==> src/rtl/store_unit.sv <==
// Store unit: accepts one SB/SH/SW at a time, checks alignment, issues a
// lane-aligned write to the data cache controller and hands the instruction
// packet back to commit with a valid/accept handshake.
//
// Handshakes:
//  - Request side: a store is taken on a rising clk_i edge when idle_o,
//    valid_operation_i and cache_ctrl_idle_i are all high. The requester holds
//    its inputs stable until then.
//  - Cache side: cache_ctrl_write_o stays high with stable address/data/byte
//    enable/cachable until cache_ctrl_done_i is seen high on an edge.
//  - Result side: done_o (with misaligned_o and instr_packet_o) holds until
//    data_accepted_i is seen high on an edge. New requests are ignored until
//    the unit is back in IDLE.
module store_unit #(
  parameter int unsigned     XLEN           = 32,
  parameter int unsigned     PACKET_W       = 64,
  parameter logic [XLEN-1:0] CACHABLE_START = 32'h0000_0000,
  parameter logic [XLEN-1:0] CACHABLE_END   = 32'h3FFF_FFFF
) (
  input  logic                clk_i,
  input  logic                rst_n_i,
  input  logic                valid_operation_i,
  input  logic [XLEN-1:0]     store_address_i,
  input  logic [XLEN-1:0]     store_data_i,
  input  logic [1:0]          operation_i,
  input  logic [PACKET_W-1:0] instr_packet_i,
  input  logic                data_accepted_i,
  output logic [PACKET_W-1:0] instr_packet_o,
  output logic                done_o,
  output logic                misaligned_o,
  output logic                idle_o,
  input  logic                cache_ctrl_idle_i,
  input  logic                cache_ctrl_done_i,
  output logic                cache_ctrl_write_o,
  output logic [XLEN-1:0]     cache_ctrl_address_o,
  output logic [XLEN-1:0]     cache_ctrl_data_o,
  output logic [3:0]          cache_ctrl_byte_enable_o,
  output logic                cache_ctrl_cachable_o
);

  typedef enum logic [1:0] {
    IDLE       = 2'b00,
    WAIT_CACHE = 2'b01,
    DONE       = 2'b10
  } state_t;

  state_t          state_q;
  logic            misaligned_q;

  logic [XLEN-1:0] fmt_data;
  logic [3:0]      fmt_be;
  logic            fmt_misaligned;
  logic [XLEN-1:0] range_off;
  logic            in_range;

  // Lane formatting and alignment check of the incoming request.
  always_comb begin
    fmt_data       = store_data_i;
    fmt_be         = 4'b1111;
    fmt_misaligned = 1'b0;
    case (operation_i)
      2'b00: begin
        fmt_data = {4{store_data_i[7:0]}};
        fmt_be   = 4'b0001 << store_address_i[1:0];
      end
      2'b01: begin
        fmt_data       = {2{store_data_i[15:0]}};
        fmt_be         = store_address_i[1] ? 4'b1100 : 4'b0011;
        fmt_misaligned = store_address_i[0];
      end
      default: begin
        // 10 is SW; 11 is treated as SW as well.
        fmt_data       = store_data_i;
        fmt_be         = 4'b1111;
        fmt_misaligned = (store_address_i[1:0] != 2'b00);
      end
    endcase
  end

  // Unsigned inclusive range test written as an offset compare so that a
  // region starting at zero does not degenerate into a constant comparison.
  always_comb begin
    range_off = store_address_i - CACHABLE_START;
    in_range  = (range_off <= (CACHABLE_END - CACHABLE_START));
  end

  // Control FSM plus the request latches it owns.
  always_ff @(posedge clk_i or negedge rst_n_i) begin
    if (!rst_n_i) begin
      state_q                  <= IDLE;
      misaligned_q             <= 1'b0;
      instr_packet_o           <= '0;
      cache_ctrl_address_o     <= '0;
      cache_ctrl_data_o        <= '0;
      cache_ctrl_byte_enable_o <= 4'b0000;
      cache_ctrl_cachable_o    <= 1'b0;
    end else begin
      case (state_q)
        IDLE: begin
          if (valid_operation_i && cache_ctrl_idle_i) begin
            instr_packet_o        <= instr_packet_i;
            cache_ctrl_address_o  <= {store_address_i[XLEN-1:2], 2'b00};
            cache_ctrl_data_o     <= fmt_data;
            cache_ctrl_cachable_o <= in_range;
            misaligned_q          <= fmt_misaligned;
            if (fmt_misaligned) begin
              cache_ctrl_byte_enable_o <= 4'b0000;
              state_q                  <= DONE;
            end else begin
              cache_ctrl_byte_enable_o <= fmt_be;
              state_q                  <= WAIT_CACHE;
            end
          end
        end
        WAIT_CACHE: begin
          if (cache_ctrl_done_i) state_q <= DONE;
        end
        DONE: begin
          if (data_accepted_i) state_q <= IDLE;
        end
        default: state_q <= IDLE;
      endcase
    end
  end

  // Status outputs decode the state register alone, so they follow an
  // asynchronous reset in the same cycle.
  assign idle_o             = (state_q == IDLE);
  assign cache_ctrl_write_o = (state_q == WAIT_CACHE);
  assign done_o             = (state_q == DONE);
  assign misaligned_o       = (state_q == DONE) && misaligned_q;

endmodule

==> config.mk <==
export PLATFORM = sky130hd
export DESIGN_NAME = store_unit
export DESIGN_NICKNAME = d
export VERILOG_FILES = /design/src/rtl/store_unit.sv
export SDC_FILE = /design/constraint.sdc
export NUM_CORES = 1
export LEC_CHECK = 0
export CORE_MARGIN = 3
export CORE_UTILIZATION = 44
export CTS_CLUSTER_SIZE = 12
export DETAILED_ROUTE_END_ITERATION = 8
export PLACE_DENSITY = 0.92
export SYNTH_ARGS = -nofsm -noshare
export SYNTH_HDL_FRONTEND = slang
export SYNTH_SLANG_ARGS = --single-unit
==> constraint.sdc <==
create_clock -name clk_i -period 4.3 [get_ports clk_i]
set_input_delay 0.86 -clock clk_i [delete_from_list [all_inputs] [get_ports clk_i]]
set_output_delay 0.86 -clock clk_i [all_outputs]
set_load 0.005 [all_outputs]
Word level (Yosys, flattened, before mapping)
Cells that the tools add are included.
- equal/unequal tests: 6
- shift-type cells: 1
- reduce and logical (&&, ||, !) cells: 7
- mux-type cells: 10
- magnitude comparators: 1
- operators with widths (operator ; number):
    $pmux 32 s2 ; 1
    $le 32x30->1 const B ; 1
    $mux 2 ; 4
    $mux 4 ; 2
    $pmux 4 s2 ; 1
    $pmux 2 s3 ; 1
    $eq 2x1->1 const B ; 2
    $logic_not 2->1 ; 2
    $ne 2x2->1 const B ; 2
    $shl 1x2->4 const A ; 1
    $reduce_and 3->1 ; 1
    $eq 2x2->1 const B ; 1
    $logic_and 1x1->1 ; 2
    $ne 2x1->1 const B ; 1
    $pmux 1 s2 ; 1
    $reduce_and 2->1 ; 1
    $reduce_bool 2->1 ; 1
- register bits: 134
- output and inout bits: 137
- word-level logic and storage cells: 32
- input bits: 136

Logic depth before layout (Yosys ltp)
Gate-level depths: netlist of run 1.
- word-level depth: 5
- gate-level depth with buffers: 6

Worst setup path before layout of run 1
OpenSTA, ideal clock, no wires.
- path type: input port to flip-flop
- start: in cache_ctrl_idle_i
- end: reg cache_ctrl_data_o[24]
- setup time: 0.125 ns
- path buffers: 2
- data arrival time: 1.749 ns
- stages on the path: 4
- setup slack: 2.427 ns
- cell sequence: nor4bb_1 buf_2 buf_6 mux2_2
- word-level cells in the longest chain between the ends: 2
- RTL lines (item ; RTL line ; source):
    start: declaration ; 32 ; input logic cache_ctrl_idle_i,
    $logic_and 1x1->1 ; 100 ; if (valid_operation_i && cache_ctrl_idle_i) begin
    $reduce_and 2->1 (no source line) ; n/a ;
    end signal: assignment ; 103 ; cache_ctrl_data_o <= fmt_data;
    end: declaration ; 36 ; output logic [XLEN-1:0] cache_ctrl_data_o,
Every way passes these cells.
A chain may end at the register's enable or synchronous reset.

Worst setup path after layout of run 1
- start: reg state_q[1]
- end: out misaligned_o
- word-level cells in the longest chain between the ends: 2
- RTL lines (item ; RTL line ; source):
    start: declaration ; 47 ; state_t state_q;
    start signal: assignment ; 90 ; state_q <= IDLE;
    start signal: assignment ; 108 ; state_q <= DONE;
    start signal: assignment ; 111 ; state_q <= WAIT_CACHE;
    $eq 2x2->1 ; 131 ; assign misaligned_o = (state_q == DONE) && misaligned_q;
    $logic_and 1x1->1 ; 131 ;
    end: declaration ; 30 ; output logic misaligned_o,
Every way passes these cells.

==> metrics.txt, run 1 <==
# TYPE chip_impl_metric gauge
chip_impl_info{name="run_status",value="complete, no violations"} 1
chip_impl_info{name="clock_tree.root_cell",value="sky130_fd_sc_hd__clkbuf_16"} 1
chip_impl_metric{name="synthesis.area",unit="sq um"} 5504
chip_impl_metric{name="cts-buffers-inserted",unit=""} 17
chip_impl_metric{name="timing.critical_path.required",unit="ns"} 3.44
chip_impl_metric{name="max_clock_freq",unit="MHz"} 374.3
chip_impl_info{name="ys.flop_type",value="sky130_fd_sc_hd__dfrtp_1"} 1
chip_impl_info{name="clock_tree_from_tritoncts",value="yes"} 1
chip_impl_metric{name="pin_count_of_the_biggest_net_entering_global_routing",unit=""} 111
chip_impl_metric{name="final_antenna_diode_count",unit=""} 0
chip_impl_info{name="grt_setup_unrepaired",value="false"} 1
chip_impl_metric{name="drt_pre_antenna_iters",unit=""} 5
chip_impl_metric{name="hpwlAfterDp",unit="mm"} 11.29
chip_impl_metric{name="layout.nets",unit=""} 984
chip_impl_metric{name="cts.htree.levels",unit=""} 4
chip_impl_metric{name="first_iter_violations",unit=""} 348
chip_impl_metric{name="cts-hold-fix-buffers",unit=""} 0
chip_impl_metric{name="post_cts_resized",unit=""} 0
chip_impl_info{name="synth.top_cells.by_count",value="sky130_fd_sc_hd__nand2_1 (334), sky130_fd_sc_hd__dfrtp_1 (134), sky130_fd_sc_hd__o21ai_0 (25), sky130_fd_sc_hd__mux2i_1 (24), sky130_fd_sc_hd__buf_2 (13)"} 1
chip_impl_metric{name="synth-seq-area-share",unit="%"} 60.92
chip_impl_metric{name="setup_slack",unit="ns"} 1.628
chip_impl_metric{name="ant_nets",unit=""} 0
chip_impl_info{name="synth_top_family_by_area",value="simple AND/OR/NAND/NOR gates"} 1
chip_impl_metric{name="ys_seq_elements",unit=""} 134
chip_impl_metric{name="die_w",unit="um"} 117.8
chip_impl_metric{name="grt_antenna_before_repair",unit=""} 0
chip_impl_metric{name="critical_path_arrival",unit="ns"} 1.81
chip_impl_metric{name="grt_first_pass_wirelength",unit="mm"} 26.02
chip_impl_metric{name="xor_xnor_share_of_the_synthesized_area",unit="%"} 0.3183
chip_impl_metric{name="placement.io_buffers",unit=""} 270
chip_impl_metric{name="power_leakage",unit="uW"} 0.004245
chip_impl_metric{name="initial_cell_density_of_the_core",unit="%"} 45.44
chip_impl_metric{name="top_level_ports",unit=""} 273
chip_impl_metric{name="final_util",unit="%"} 73.33
chip_impl_metric{name="finalHoldViolCount",unit=""} 0
chip_impl_metric{name="max-vdd-ir-drop",unit="V"} 0.0003916
chip_impl_info{name="synth.largest_area_cell",value="sky130_fd_sc_hd__dfrtp_1"} 1
chip_impl_metric{name="grt_usage",unit="%"} 23.41
chip_impl_info{name="worstSetupPathType",value="reg -> out"} 1
chip_impl_metric{name="core_area",unit="sq um"} 12110
chip_impl_metric{name="synth.avg_cell_area",unit="sq um"} 9.345
chip_impl_metric{name="first_global_vias",unit=""} 5107
chip_impl_metric{name="power_density",unit="nW/um^2"} 552.2
chip_impl_metric{name="final_report_max_slew_violation_count",unit=""} 0
chip_impl_metric{name="relSlewSlack",unit="%"} 33.09
chip_impl_metric{name="post_drt_wl_per_cell",unit="um"} 15.59
chip_impl_metric{name="finalHoldWorstSlack",unit="ns"} 0.4711
chip_impl_metric{name="max_fanout_on_critical_path",unit=""} 5
chip_impl_metric{name="syn_to_final_growth",unit="%"} 61.35
chip_impl_metric{name="synth_edf_count",unit=""} 0
chip_impl_metric{name="synthAdderAreaFrac",unit="%"} 0
chip_impl_metric{name="drt_wl_total",unit="mm"} 16.04
chip_impl_info{name="area_contributors_post_synth",value="sky130_fd_sc_hd__dfrtp_1 (61%), sky130_fd_sc_hd__nand2_1 (23%), sky130_fd_sc_hd__mux2i_1 (4.4%), sky130_fd_sc_hd__buf_6 (2.5%), sky130_fd_sc_hd__o21ai_0 (2.3%)"} 1
chip_impl_metric{name="tritoncts_num_sinks",unit=""} 134
chip_impl_metric{name="fp.dieH",unit="um"} 117.8
chip_impl_info{name="start_kind",value="register"} 1
chip_impl_metric{name="remaining_drc_errors",unit=""} 0
chip_impl_metric{name="dp_slack",unit="ns"} 1.256
chip_impl_metric{name="rows",unit=""} 40
chip_impl_metric{name="fin_skew",unit="ns"} 0.008160
chip_impl_metric{name="clk_latency",unit="ns"} 0.41
chip_impl_metric{name="gp_congestion",unit=""} 0.7868
chip_impl_metric{name="synth_mux_area_share",unit="%"} 6.001
chip_impl_metric{name="synthSimpleGateAreaFrac",unit="%"} 24.10
chip_impl_metric{name="netlist.area_leader.share",unit="%"} 60.92
chip_impl_metric{name="synth_cell_types",unit=""} 30
chip_impl_metric{name="worst_pin_slew",unit="ns"} 1.004
chip_impl_metric{name="leftover_overflow_at_the_end_of_global_routing",unit=""} 0
chip_impl_metric{name="route.detailed.vias_per_inst",unit=""} 4.846
chip_impl_metric{name="clock_pin_slew_on_the_worst_setup_and_hold_paths",unit="ns"} 0.05
chip_impl_info{name="critical_path.endpoint_type",value="output pin"} 1
chip_impl_metric{name="post-route-period-util",unit="%"} 62.14
chip_impl_metric{name="clock_tree.buffer_depth",unit=""} 2
chip_impl_metric{name="finalSetupViolations",unit=""} 0
chip_impl_info{name="worst_hold_path_type",value="reg -> reg"} 1
chip_impl_info{name="yosys.cell_count.top_type",value="sky130_fd_sc_hd__nand2_1"} 1
chip_impl_metric{name="synth-async-reset-ratio",unit="%"} 100.0
chip_impl_metric{name="yosys_warnings",unit=""} 0
chip_impl_metric{name="die-area",unit="sq um"} 13890
chip_impl_metric{name="cap_viol_max_count",unit=""} 0
chip_impl_metric{name="synthesis.instances",unit=""} 589
chip_impl_metric{name="detailroute.via_count",unit=""} 4987
chip_impl_metric{name="post_route_cells_drive_above_1_share",unit="%"} 5.459
chip_impl_metric{name="min_period",unit="ns"} 2.672
chip_impl_metric{name="fin_tns_setup",unit="ns"} 0
chip_impl_metric{name="post-cts-setup-buffers",unit=""} 0
chip_impl_metric{name="synth_compound_gate_area_share",unit="%"} 3.660
worst paths after layout:
| path | slack (ns) | end | depth (start not counted) | startpoint |
|---|---|---|---|---|
| max | 1.63 | misaligned_o | 3 | state_q[1] |
| min | 0.47 | instr_packet_o[57] | 2 | instr_packet_o[57] |
| max reg2reg | 2.02 | instr_packet_o[63] | 4 | state_q[0] |
| min reg2reg | 0.47 | instr_packet_o[57] | 2 | instr_packet_o[57] |
| max in group asynchronous | 2.93 | instr_packet_o[18] | 2 | rst_n_i |
| min in group asynchronous | 0.58 | cache_ctrl_address_o[12] | 1 | rst_n_i |
power by group:
group	internal (uW)	total, uW	switching (uW)
combinational	950	1530	583
sequential	1650	1870	219
clock	989	1500	509
cells by family (layout without fill, tap and decap cells):
kind of cell / Yosys count / count (layout)
AOI/OAI and AO/OA: 36 / 36
xor gates and xnor gates: 2 / 2
buffers and inverters: 39 / 310
DFF: 134 / 134
muxes: 32 / 32
other: 1 / 2
and+or+nand+nor: 345 / 345
flip-flops by register name (all words and copies together) (netlist names):
signal	cells
cache_ctrl_byte_enable_o	4
state_q	2
instr_packet_o	64
cache_ctrl_data_o	32
cache_ctrl_address_o	30
misaligned_q	1
cache_ctrl_cachable_o	1
through the flow:
| step | cell area (sq um) | total power (uW) | instances |
|---|---|---|---|
| floorplan | 5508 | 2334 | 590 |
| global placement | 8259 | 3367 | 997 |
| detailed placement | 8259 | 3425 | 997 |
| CTS | 8881 | 4951 | 1029 |
| global route | 8881 | 5173 | 1029 |
| finish | 8881 | 4904 | 1029 |
worst max-delay path, cell delays in order, from the launching register on:
cell	delay [ns]
sky130_fd_sc_hd__dfrtp_1	0.50
sky130_fd_sc_hd__nor2b_1	0.25
sky130_fd_sc_hd__and2_1	0.15
sky130_fd_sc_hd__clkdlybuf4s50_1	0.51
layer usage:
| layer | share of wire, % | GRT usage [%] | vias up |
|---|---|---|---|
| li1 | - | - | 2361 |
| met3 | 7.0 | 7.304 | 45 |
| met4 | 3.6 | 10.33 | 0 |
| met1 | 39 | 26.96 | 2375 |
| met5 | 0 | 0 | - |
| met2 | 50 | 40.14 | 206 |
layout by cell type (no fill, tap or decap), drive strengths merged, types with 3 or more instances in the layout:
master	netlist	final
buf	31	7
bufinv	0	3
clkbuf	6	25
clkdlybuf4s50	0	269
clkinv	0	3
dfrtp	134	134
mux2	8	8
mux2i	24	24
nand2	334	334
nor2	3	3
o21ai	26	26
o31ai	4	4
final cells by class:
cell class	instances	area [sq um]
clock buffer	25	505.5
tap	168	210.2
multi-input combinational	417	1914
clock inverter	7	116.4
sequential	134	3353
fill	875	3231
timing repair buffer	276	2774
inverter	2	7.507
Power figures use the tool's default switching activity.
==> run 2, diff against run 1 <==
--- a/config.mk
+++ b/config.mk
@@ -6,10 +6,10 @@
 export NUM_CORES = 1
 export LEC_CHECK = 0
 export CORE_MARGIN = 3
-export CORE_UTILIZATION = 44
+export CORE_UTILIZATION = 40
 export CTS_CLUSTER_SIZE = 12
 export DETAILED_ROUTE_END_ITERATION = 8
-export PLACE_DENSITY = 0.92
+export PLACE_DENSITY = 0.85
 export SYNTH_ARGS = -nofsm -noshare
 export SYNTH_HDL_FRONTEND = slang
 export SYNTH_SLANG_ARGS = --single-unit
==> constraint.sdc (replaced) <==
create_clock -name clk_i -period 2.7 [get_ports clk_i]
set_input_delay 0.54 -clock clk_i [delete_from_list [all_inputs] [get_ports clk_i]]
set_output_delay 0.54 -clock clk_i [all_outputs]
set_load 0.005 [all_outputs]
==> metrics.txt, run 2 (same netlist as run 1, synthesis figures left out) <==
# TYPE chip_impl_metric gauge
chip_impl_info{name="run_status",value="complete, no violations"} 1
chip_impl_metric{name="clock_pin_slew_on_the_worst_setup_and_hold_paths",unit="ns"} 0.05
chip_impl_metric{name="finalHoldViolCount",unit=""} 0
chip_impl_metric{name="post_route_cells_drive_above_1_share",unit="%"} 6.559
chip_impl_metric{name="ff2ff_path_depth",unit=""} 3
chip_impl_metric{name="layout.nets",unit=""} 992
chip_impl_metric{name="post_drt_wl_per_cell",unit="um"} 15.47
chip_impl_metric{name="leftover_overflow_at_the_end_of_global_routing",unit=""} 0
chip_impl_metric{name="ff2ff_setup_slack",unit="ns"} 1.03
chip_impl_metric{name="fp.dieH",unit="um"} 123.3
chip_impl_info{name="final_cell_mix",value="sky130_fd_sc_hd__nand2_1 (334), sky130_fd_sc_hd__clkdlybuf4s50_1 (269), sky130_fd_sc_hd__dfrtp_1 (134), sky130_fd_sc_hd__o21ai_0 (25), sky130_fd_sc_hd__mux2i_1 (24)"} 1
chip_impl_metric{name="final_util",unit="%"} 67.94
chip_impl_info{name="crit-reg2reg-capture",value="cache_ctrl_data_o[30]"} 1
chip_impl_metric{name="power_leakage",unit="uW"} 0.004340
chip_impl_metric{name="min_period",unit="ns"} 2.352
chip_impl_metric{name="finalSetupViolations",unit=""} 0
chip_impl_info{name="clock_tree_from_tritoncts",value="yes"} 1
chip_impl_metric{name="final_report_max_slew_violation_count",unit=""} 0
chip_impl_info{name="start_kind",value="register"} 1
chip_impl_info{name="worstSetupPathType",value="reg -> out"} 1
chip_impl_metric{name="initial_cell_density_of_the_core",unit="%"} 41.24
chip_impl_metric{name="crit_path_max_incr_delay",unit="ns"} 0.51
chip_impl_metric{name="route.detailed.vias_per_inst",unit=""} 4.660
chip_impl_metric{name="timing.critical_path.required",unit="ns"} 2.16
chip_impl_info{name="crit_path_cell_trace",value="nor2b_1, and2_1, clkdlybuf4s50_1"} 1
chip_impl_metric{name="dpl.cell_count",unit=""} 1013
chip_impl_metric{name="ant_nets",unit=""} 0
chip_impl_metric{name="path_depth",unit=""} 3
chip_impl_metric{name="final_antenna_diode_count",unit=""} 0
chip_impl_metric{name="top_level_ports",unit=""} 273
chip_impl_metric{name="core_area",unit="sq um"} 13350
chip_impl_metric{name="grt_first_pass_wirelength",unit="mm"} 24.96
chip_impl_info{name="clock_tree.root_cell",value="sky130_fd_sc_hd__clkbuf_16"} 1
chip_impl_metric{name="drt_wl_total",unit="mm"} 16.17
chip_impl_info{name="grt_setup_unrepaired",value="false"} 1
chip_impl_metric{name="finish.cell_count_without_fillers",unit=""} 1045
chip_impl_info{name="worst_hold_path_type",value="in -> async"} 1
chip_impl_metric{name="post-cts-setup-buffers",unit=""} 0
chip_impl_metric{name="die-area",unit="sq um"} 15200
chip_impl_metric{name="post-route-period-util",unit="%"} 87.09
chip_impl_metric{name="first_iter_violations",unit=""} 288
chip_impl_metric{name="finalHoldWorstSlack",unit="ns"} 0.05739
chip_impl_metric{name="rows",unit=""} 42
chip_impl_metric{name="clock_tree.buffer_depth",unit=""} 2
chip_impl_metric{name="max_clock_freq",unit="MHz"} 425.3
chip_impl_metric{name="cts-buffers-inserted",unit=""} 17
chip_impl_metric{name="cap_viol_max_count",unit=""} 0
chip_impl_metric{name="critical_path_arrival",unit="ns"} 1.81
chip_impl_metric{name="pin_count_of_the_biggest_net_entering_global_routing",unit=""} 65
chip_impl_metric{name="clk_latency",unit="ns"} 0.41
chip_impl_metric{name="worst_pin_slew",unit="ns"} 0.5924
chip_impl_info{name="globalRoute.busiestLayer",value="met2"} 1
chip_impl_metric{name="tritoncts_num_sinks",unit=""} 134
chip_impl_info{name="crit_path_end",value="misaligned_o"} 1
chip_impl_metric{name="die_w",unit="um"} 123.3
chip_impl_metric{name="max-vdd-ir-drop",unit="V"} 0.0004545
chip_impl_metric{name="use_met2",unit="%"} 37.27
chip_impl_metric{name="gp_congestion",unit=""} 0.7687
chip_impl_info{name="critical_path.reg2reg.startpoint",value="state_q[1]"} 1
chip_impl_info{name="timing.critical_path.from",value="state_q[1]"} 1
chip_impl_metric{name="relSlewSlack",unit="%"} 60.38
chip_impl_metric{name="max_fanout_on_critical_path",unit=""} 5
chip_impl_metric{name="hpwlAfterDp",unit="mm"} 11.82
chip_impl_metric{name="flip_flop_count_of_the_largest_register_after_layout",unit=""} 64
chip_impl_metric{name="grt_usage",unit="%"} 21.38
chip_impl_metric{name="path_buf_inv",unit=""} 1
chip_impl_metric{name="cts.htree.levels",unit=""} 4
chip_impl_info{name="mostFrequentLayoutCell",value="sky130_fd_sc_hd__nand2_1"} 1
chip_impl_info{name="slowest_stage",value="sky130_fd_sc_hd__clkdlybuf4s50_1"} 1
chip_impl_metric{name="remaining_drc_errors",unit=""} 0
chip_impl_metric{name="placement.io_buffers",unit=""} 270
chip_impl_metric{name="syn_to_final_growth",unit="%"} 64.76
chip_impl_metric{name="power_density",unit="nW/um^2"} 886.7
chip_impl_info{name="registers.top_by_ff_count",value="instr_packet_o"} 1
chip_impl_info{name="largest_registers",value="instr_packet_o: 64 flops, cache_ctrl_data_o: 32 flops, cache_ctrl_address_o: 30 flops"} 1
chip_impl_metric{name="fin_skew",unit="ns"} 0.007140
chip_impl_metric{name="first_global_vias",unit=""} 4959
chip_impl_metric{name="final_design_area_no_fill",unit="sq um"} 9069
chip_impl_metric{name="post_cts_resized",unit=""} 0
chip_impl_metric{name="met1_usage",unit="%"} 24.30
chip_impl_metric{name="detailroute.via_count",unit=""} 4870
chip_impl_metric{name="met3_capacity_usage_during_global_routing",unit="%"} 6.953
chip_impl_metric{name="detailed_place.area",unit="sq um"} 8392
chip_impl_metric{name="cts-hold-fix-buffers",unit=""} 0
chip_impl_metric{name="drt_pre_antenna_iters",unit=""} 4
chip_impl_info{name="cpLargestDelayFamily",value="buffers and inverters"} 1
chip_impl_metric{name="fin_tns_setup",unit="ns"} 0
chip_impl_metric{name="grt_antenna_before_repair",unit=""} 0
chip_impl_info{name="critical_path.endpoint_type",value="output pin"} 1
[run 2: per-stage QoR]
stage	total power, uW	setup slack [ns]
final	8041	0.3485
after global routing	8522	0.2362
after CTS	8137	0.2993
after detailed placement	5488	0.4067
after global placement	5411	0.4491
after floorplan	3718	1.147
[run 2: how the worst min path moves through the flow]
stage | endpoint | cells after the start
finish | instr_packet_o[61] | 1
global route | instr_packet_o[62] | 1
CTS | cache_ctrl_data_o[29] | 1
detailed placement | instr_packet_o[2] | 2
global placement | instr_packet_o[2] | 2
floorplan | cache_ctrl_address_o[10] | 0
[run 2: area by class of cell]
class	instances	area (sq um)
Clock buffer	24	511.7
Clock inverter	8	165.2
Fill cell	1026	4279
Inverter	2	7.507
Multi-Input combinational cell	417	1914
Sequential cell	134	3353
Tap cell	176	220.2
Timing Repair Buffer	284	2897
[run 2: power breakdown]
group	switching, uW	internal [uW]	total, uW
registers	335	2630	2970
clock network	818	1780	2600
logic	927	1550	2470
[run 2: layer usage]
metal	up-vias	routed length, um
met5	-	0
met1	2306	6169
met3	23	1275
met2	174	8391
met4	0	333
li1	2367	-
==> patch 1: new RTL, config.mk and constraints of run 2 <==
Change the parameter `PACKET_W` from 64 to 56.
--- a/src/rtl/store_unit.sv
+++ b/src/rtl/store_unit.sv
@@ -14,5 +14,5 @@
 module store_unit #(
   parameter int unsigned     XLEN           = 32,
-  parameter int unsigned     PACKET_W       = 64,
+  parameter int unsigned     PACKET_W       = 56,
   parameter logic [XLEN-1:0] CACHABLE_START = 32'h0000_0000,
   parameter logic [XLEN-1:0] CACHABLE_END   = 32'h3FFF_FFFF
Interface: changed (resized instr_packet_i and instr_packet_o); port bits go from 273 to 257. The function was not compared with the original's and may differ.
==> patch 1 against run 2 <==
- global-route usage grew 0.18 points
- final area shrank 7.1%
- sequential cell count shrank 8
- total power shrank 9.5%
- area after synthesis shrank 5.6%
- worst setup slack lost 0.017 ns
- worst hold slack lost 0.016 ns
- critical path type unchanged
- routed wire length shrank 6.2%
==> patch 1: results (changes against run 2) <==
- The proportion of synthesized chip area in sequential cells is 60.66% (-0.26 points).
- The data arrival time of the critical path was 1.83 ns (+0.02 ns).
- The register-to-register path setup slack came to 0.86 ns (-0.17 ns).
- The sequential share of power is 38.5% (+1.6 points).
- The run finished with clean final reports.
- The maximum ir drop on the vdd rail is 0.4852 mV (+6.7%).
- The post-route total power is 7.279 mW (-9.5%).
- The worst register-to-register path ends at cache_ctrl_data_o[18]$_DFFE_PN0P_.
- The detail-routed net length per standard cell was 15.35 um (-0.80%).
- The static leakage power is 4.019 nW (-7.4%).
- The proportion of layout cells with a drive suffix above 1 is 5.637% (-0.92 points).
- The total detailed-routing wirelength came to 15.17 mm (-6.2%).
- The via count was 4603 (-5.5%).
- The final clock skew is 0.006071 ns (-0.001069 ns).
- The via count of the first global-routing pass was 4842 (-2.4%).
- The headroom to the max-slew limit was 57.42% (-3.0 points).
- The number of nets in the layout is 933 (-5.9%).
- The launch point of the worst reg-to-reg path is state_q[0]$_DFFE_PN0P_.
- In the synthesized netlist, the cells that appear most often are 310 x sky130_fd_sc_hd__nand2_1, 126 x sky130_fd_sc_hd__dfrtp_1, 24 x sky130_fd_sc_hd__mux2i_1.
- In the final layout, the registers with the most flip-flops are instr_packet_o: 56 flops, cache_ctrl_data_o: 32 flops, cache_ctrl_address_o: 30 flops.
- The number of different library cells in the post-synthesis netlist is 31 (+3.3%).
- The count of placed standard cells including taps came to 958 (-5.4%).
- The first-pass iteration count of the detailed router was 7 (+3).
- The post-placement setup slack was 0.3807 ns (-0.02605 ns).
- The final weighted congestion in routability-driven placement came to 0.7955 (+3.5%).
- The total half-perimeter wirelength after legalization and detailed placement is 11.13 mm (-5.8%).
- The initial detailed-routing violation count was 206 (-28%).
- The power of the combinational group is 2.30 mW (-7%).
- The average cell area after synthesis is 9.365 um^2 (+0.22%).
[patch 1: logic make-up (layout without fill, tap and decap cells)]
logic type / count (synthesis) / count (layout) / synth area share (%)
flip-flops: 126 / 126 / 60.66
XOR/XNOR: 2 / 2 / 0.3371
other: 1 / 2 / 0.07215
AO/OA/AOI/OAI: 36 / 36 / 3.876
buffers and inverters: 37 / 297 / 4.911
AND/OR/NAND/NOR: 321 / 321 / 23.78
multiplexers: 32 / 32 / 6.355
[patch 1: worst min path at each step]
stage / slack (ns) / start / to
after floorplan: 0.24 / rst_n_i / cache_ctrl_address_o[10]$_DFFE_PN0P_
after global placement: 0.46 / instr_packet_o[13]$_DFFE_PN0P_ / instr_packet_o[13]$_DFFE_PN0P_
after detailed placement: 0.46 / instr_packet_o[4]$_DFFE_PN0P_ / instr_packet_o[4]$_DFFE_PN0P_
after CTS: 0.04 / rst_n_i / cache_ctrl_data_o[6]$_DFFE_PN0P_
after global routing: 0.05 / rst_n_i / cache_ctrl_data_o[6]$_DFFE_PN0P_
final: 0.04 / rst_n_i / cache_ctrl_data_o[3]$_DFFE_PN0P_
[patch 1: area by class of cell]
class                      count  area [um^2]  share of cell area [%]
clock buffer                  23        478.0                   5.670
clock inverter                 7        87.58                   1.039
inverter                       2        7.507                 0.08906
multi-input combinational    393         1824                   21.64
sequential                   126         3153                   37.41
tap                          172        215.2                   2.553
timing repair buffer         265         2664                   31.60
[patch 1: routing by layer]
layer / global-route usage (%) / up-vias / part of all wire, %
met3: 8.058 / 25 / 8.5
met4: 8.805 / 0 / 1.9
li1: - / 2238 / -
met2: 36.88 / 179 / 51
met5: 0 / - / 0
met1: 24.25 / 2161 / 39
==> patch 2: new RTL, settings of run 2 <==
Made on the original files. Reset style: synchronous (`rst_n_i`), changed in one clocked block. Comments in the files are not updated.
--- a/src/rtl/store_unit.sv
+++ b/src/rtl/store_unit.sv
@@ -86,5 +86,5 @@
 
   // Control FSM plus the request latches it owns.
-  always_ff @(posedge clk_i or negedge rst_n_i) begin
+  always_ff @(posedge clk_i) begin
     if (!rst_n_i) begin
       state_q                  <= IDLE;
Function: differs if rst_n_i is asserted again (counterexample within 4 cycles, from zero or initial values and one cycle with rst_n_i low); with rst_n_i held inactive, the same outputs for 4 cycles.
==> patch 2 against run 2 <==
- non-clock buffer count shrank 2
- via count increased by 5.3%
- synthesized cell count up 4.6%
- count of clock-buffer cells in the layout down 3
- worst setup slack improved by 0.10 ns
- register-to-register slack improved by 0.18 ns
- critical path type unchanged
- final area is 2.4% lower
- maximum frequency up 4.6%
- sequential share of layout area fell by 6.7 points
- area after synthesis decreased by 2.7%
- sequential cell count is the same
- highest routed layer unchanged
- routed wire length grew 0.90%
Power is not compared: it rests on default switching activity, and its combinational part moved more than twofold at a synthesized area within 25%.
==> patch 2: results (changes against run 2) <==
- The count of placed standard cells including taps is 1020 (+0.69%).
- The proportion of layout cells with a drive suffix above 1 came to 6.364% (-0.20 points).
- The most instantiated flip-flop cell in the synthesis netlist is sky130_fd_sc_hd__dfxtp_1.
- IR analysis of the VDD net gives a maximum drop of 0.3783 mV.
- The largest registers in the layout are instr_packet_o: 64 flops, cache_ctrl_data_o: 32 flops, cache_ctrl_address_o: 30 flops.
- The vias per cell is 4.870 (+4.5%).
- The total detailed-routing wirelength was 16.32 mm (+0.90%).
- The number of different library cells in the post-synthesis netlist came to 32 (+6.7%).
- The final clock skew is 0.004482 ns (-0.002658 ns).
- The final weighted congestion in routability-driven placement is 0.7785 (+1.3%).
- The maximum buffer depth of the clock tree is 2 (unchanged).
- The number of antenna violations at the first check in global routing is 1 (+1).
- The pin count of the biggest net entering global routing was 71 (+9.2%).
- The root cell of the clock tree is sky130_fd_sc_hd__clkbuf_16.
- The number of cells on the worst reg-to-reg path came to 4 (+1).
- The clock latency on the worst-skew pair is 0.41 ns (about the same).
- The port buffer count is 270 (unchanged).
- The final cell count without fillers is 1053 (+0.77%).
- The first-pass iteration count of the detailed router was 6 (+2).
- The post-synthesis compound-gate area fraction is 20.07% (+16 points).
- The count of cells resized by post-cts repair came to 0 (unchanged).
- The proportion of synthesized chip area in sequential cells is 50.11% (-11 points).
- The multiplexer fraction of the synthesized cell area is 4.674% (-1.3 points).
- The global-route wire length before repair was 25.52 mm (+2.2%).
- The initial detailed-routing violation count came to 295 (+2.4%).
- The deepest level of the CTS H-tree came to 4 (unchanged).
- The fraction of synthesis flops using an asynchronous set or reset pin is 0% (-100 points).
- The data arrival time of the critical path is 1.71 ns (-0.10 ns).
- The run finished with clean final reports.
- In this run the worst hold path is classified as reg -> reg.
- In this design, the largest share of critical-path delay is due to buffers and inverters.
- The number of buffers added by the clock tree synthesis step came to 17 (unchanged).
- The total routing usage reported by global routing was 21.94% (+0.56 points).
- The average cell area after synthesis came to 8.691 um^2 (-7.0%).
- By count the netlist is led by 224 x sky130_fd_sc_hd__nand2_1, 134 x sky130_fd_sc_hd__dfxtp_1, 78 x sky130_fd_sc_hd__a21boi_1.
- For this run, the slowest stage of the critical path takes 0.50 ns.
- The post-placement setup slack came to 0.5714 ns (+0.1647 ns).
- The via count of the first global-routing pass was 5157 (+4.0%).
- The share of the synthesized netlist area taken by xor and xnor gates is 0.4908% (+0.17 points).
- The total half-perimeter wirelength after legalization and detailed placement is 11.58 mm (-2.0%).
- The number of fillers in the final layout was 991 (-3.4%).
- The share of synthesized cell area in full adder, half adder and majority cells was 0% (unchanged).
- The detailed-route DRC error count is 0 (unchanged).
- The static leakage power is 3.384 nW.
- By area the synthesized netlist is led by sky130_fd_sc_hd__dfxtp_1 50%, sky130_fd_sc_hd__nand2_1 16%, sky130_fd_sc_hd__a21boi_1 11%.
- The slew at the pin closest to its max-slew limit is 0.5846 ns (-0.007777 ns).
- Clock-pin slew was measured on the worst setup and hold paths at 0.06 ns.
[patch 2: final timing paths]
check | from | end | slack (ns)
max | state_q[1]$_SDFFE_PN0P_ | misaligned_o | 0.45
min | cache_ctrl_address_o[23]$_SDFFE_PN0P_ | cache_ctrl_address_o[23]$_SDFFE_PN0P_ | 0.45
max reg2reg | state_q[0]$_SDFFE_PN0P_ | instr_packet_o[23]$_SDFFE_PN0P_ | 1.21
min reg2reg | cache_ctrl_address_o[23]$_SDFFE_PN0P_ | cache_ctrl_address_o[23]$_SDFFE_PN0P_ | 0.45
[patch 2: tightest hold or removal path, delay by kind of cell, from the launching register on]
family             cells  cell delay (ns)
AOI/OAI and AO/OA      1             0.05
and+or+nand+nor        1             0.05
DFF                    1             0.30
[patch 2: layer usage]
layer,share of wire [%],GRT usage [%],vias up
met4,2.6,9.174,0
li1,-,-,2543
met5,0,0,-
met2,47,36.48,222
met3,11,10.82,30
met1,39,23.80,2333
[patch 2: cell type report]
| class | count | area, um^2 | share of cell area (%) |
|---|---|---|---|
| Timing Repair Buffer | 282 | 2828 | 31.94 |
| Sequential cell | 134 | 2683 | 30.30 |
| Multi-Input combinational cell | 431 | 2422 | 27.36 |
| Clock buffer | 21 | 480.5 | 5.428 |
| Clock inverter | 11 | 217.7 | 2.459 |
| Tap cell | 172 | 215.2 | 2.431 |
| Inverter | 1 | 3.754 | 0.04240 |
| Antenna cell | 1 | 2.502 | 0.02827 |
[patch 2: kinds of logic after synthesis]
family,count (synthesis)
flops,134
xor+xnor,3
simple gates,256
mux,24
other cells,1
compound gates,146
buf+inv,52
[patch 2: per-stage QoR]
step	instance area (um^2)	util, %	power [mW]
2_1_floorplan	5358	-	2.478
3_3_place_gp	8152	63.31	2.956
3_5_place_dp	8152	63.31	2.967
4_1_cts	8850	68.73	5.668
5_1_grt	8852	68.75	5.831
6_report	8852	68.75	5.614
[patch 2: report_power, final]
part | internal [mW] | switching, mW | total (mW) | leakage (nW)
logic | 0.478 | 0.305 | 0.783 | 1.95
registers | 2.09 | 0.0547 | 2.14 | 1.10
clock network | 1.83 | 0.856 | 2.69 | 0.336
total | 4.40 | 1.22 | 5.61 | 3.38
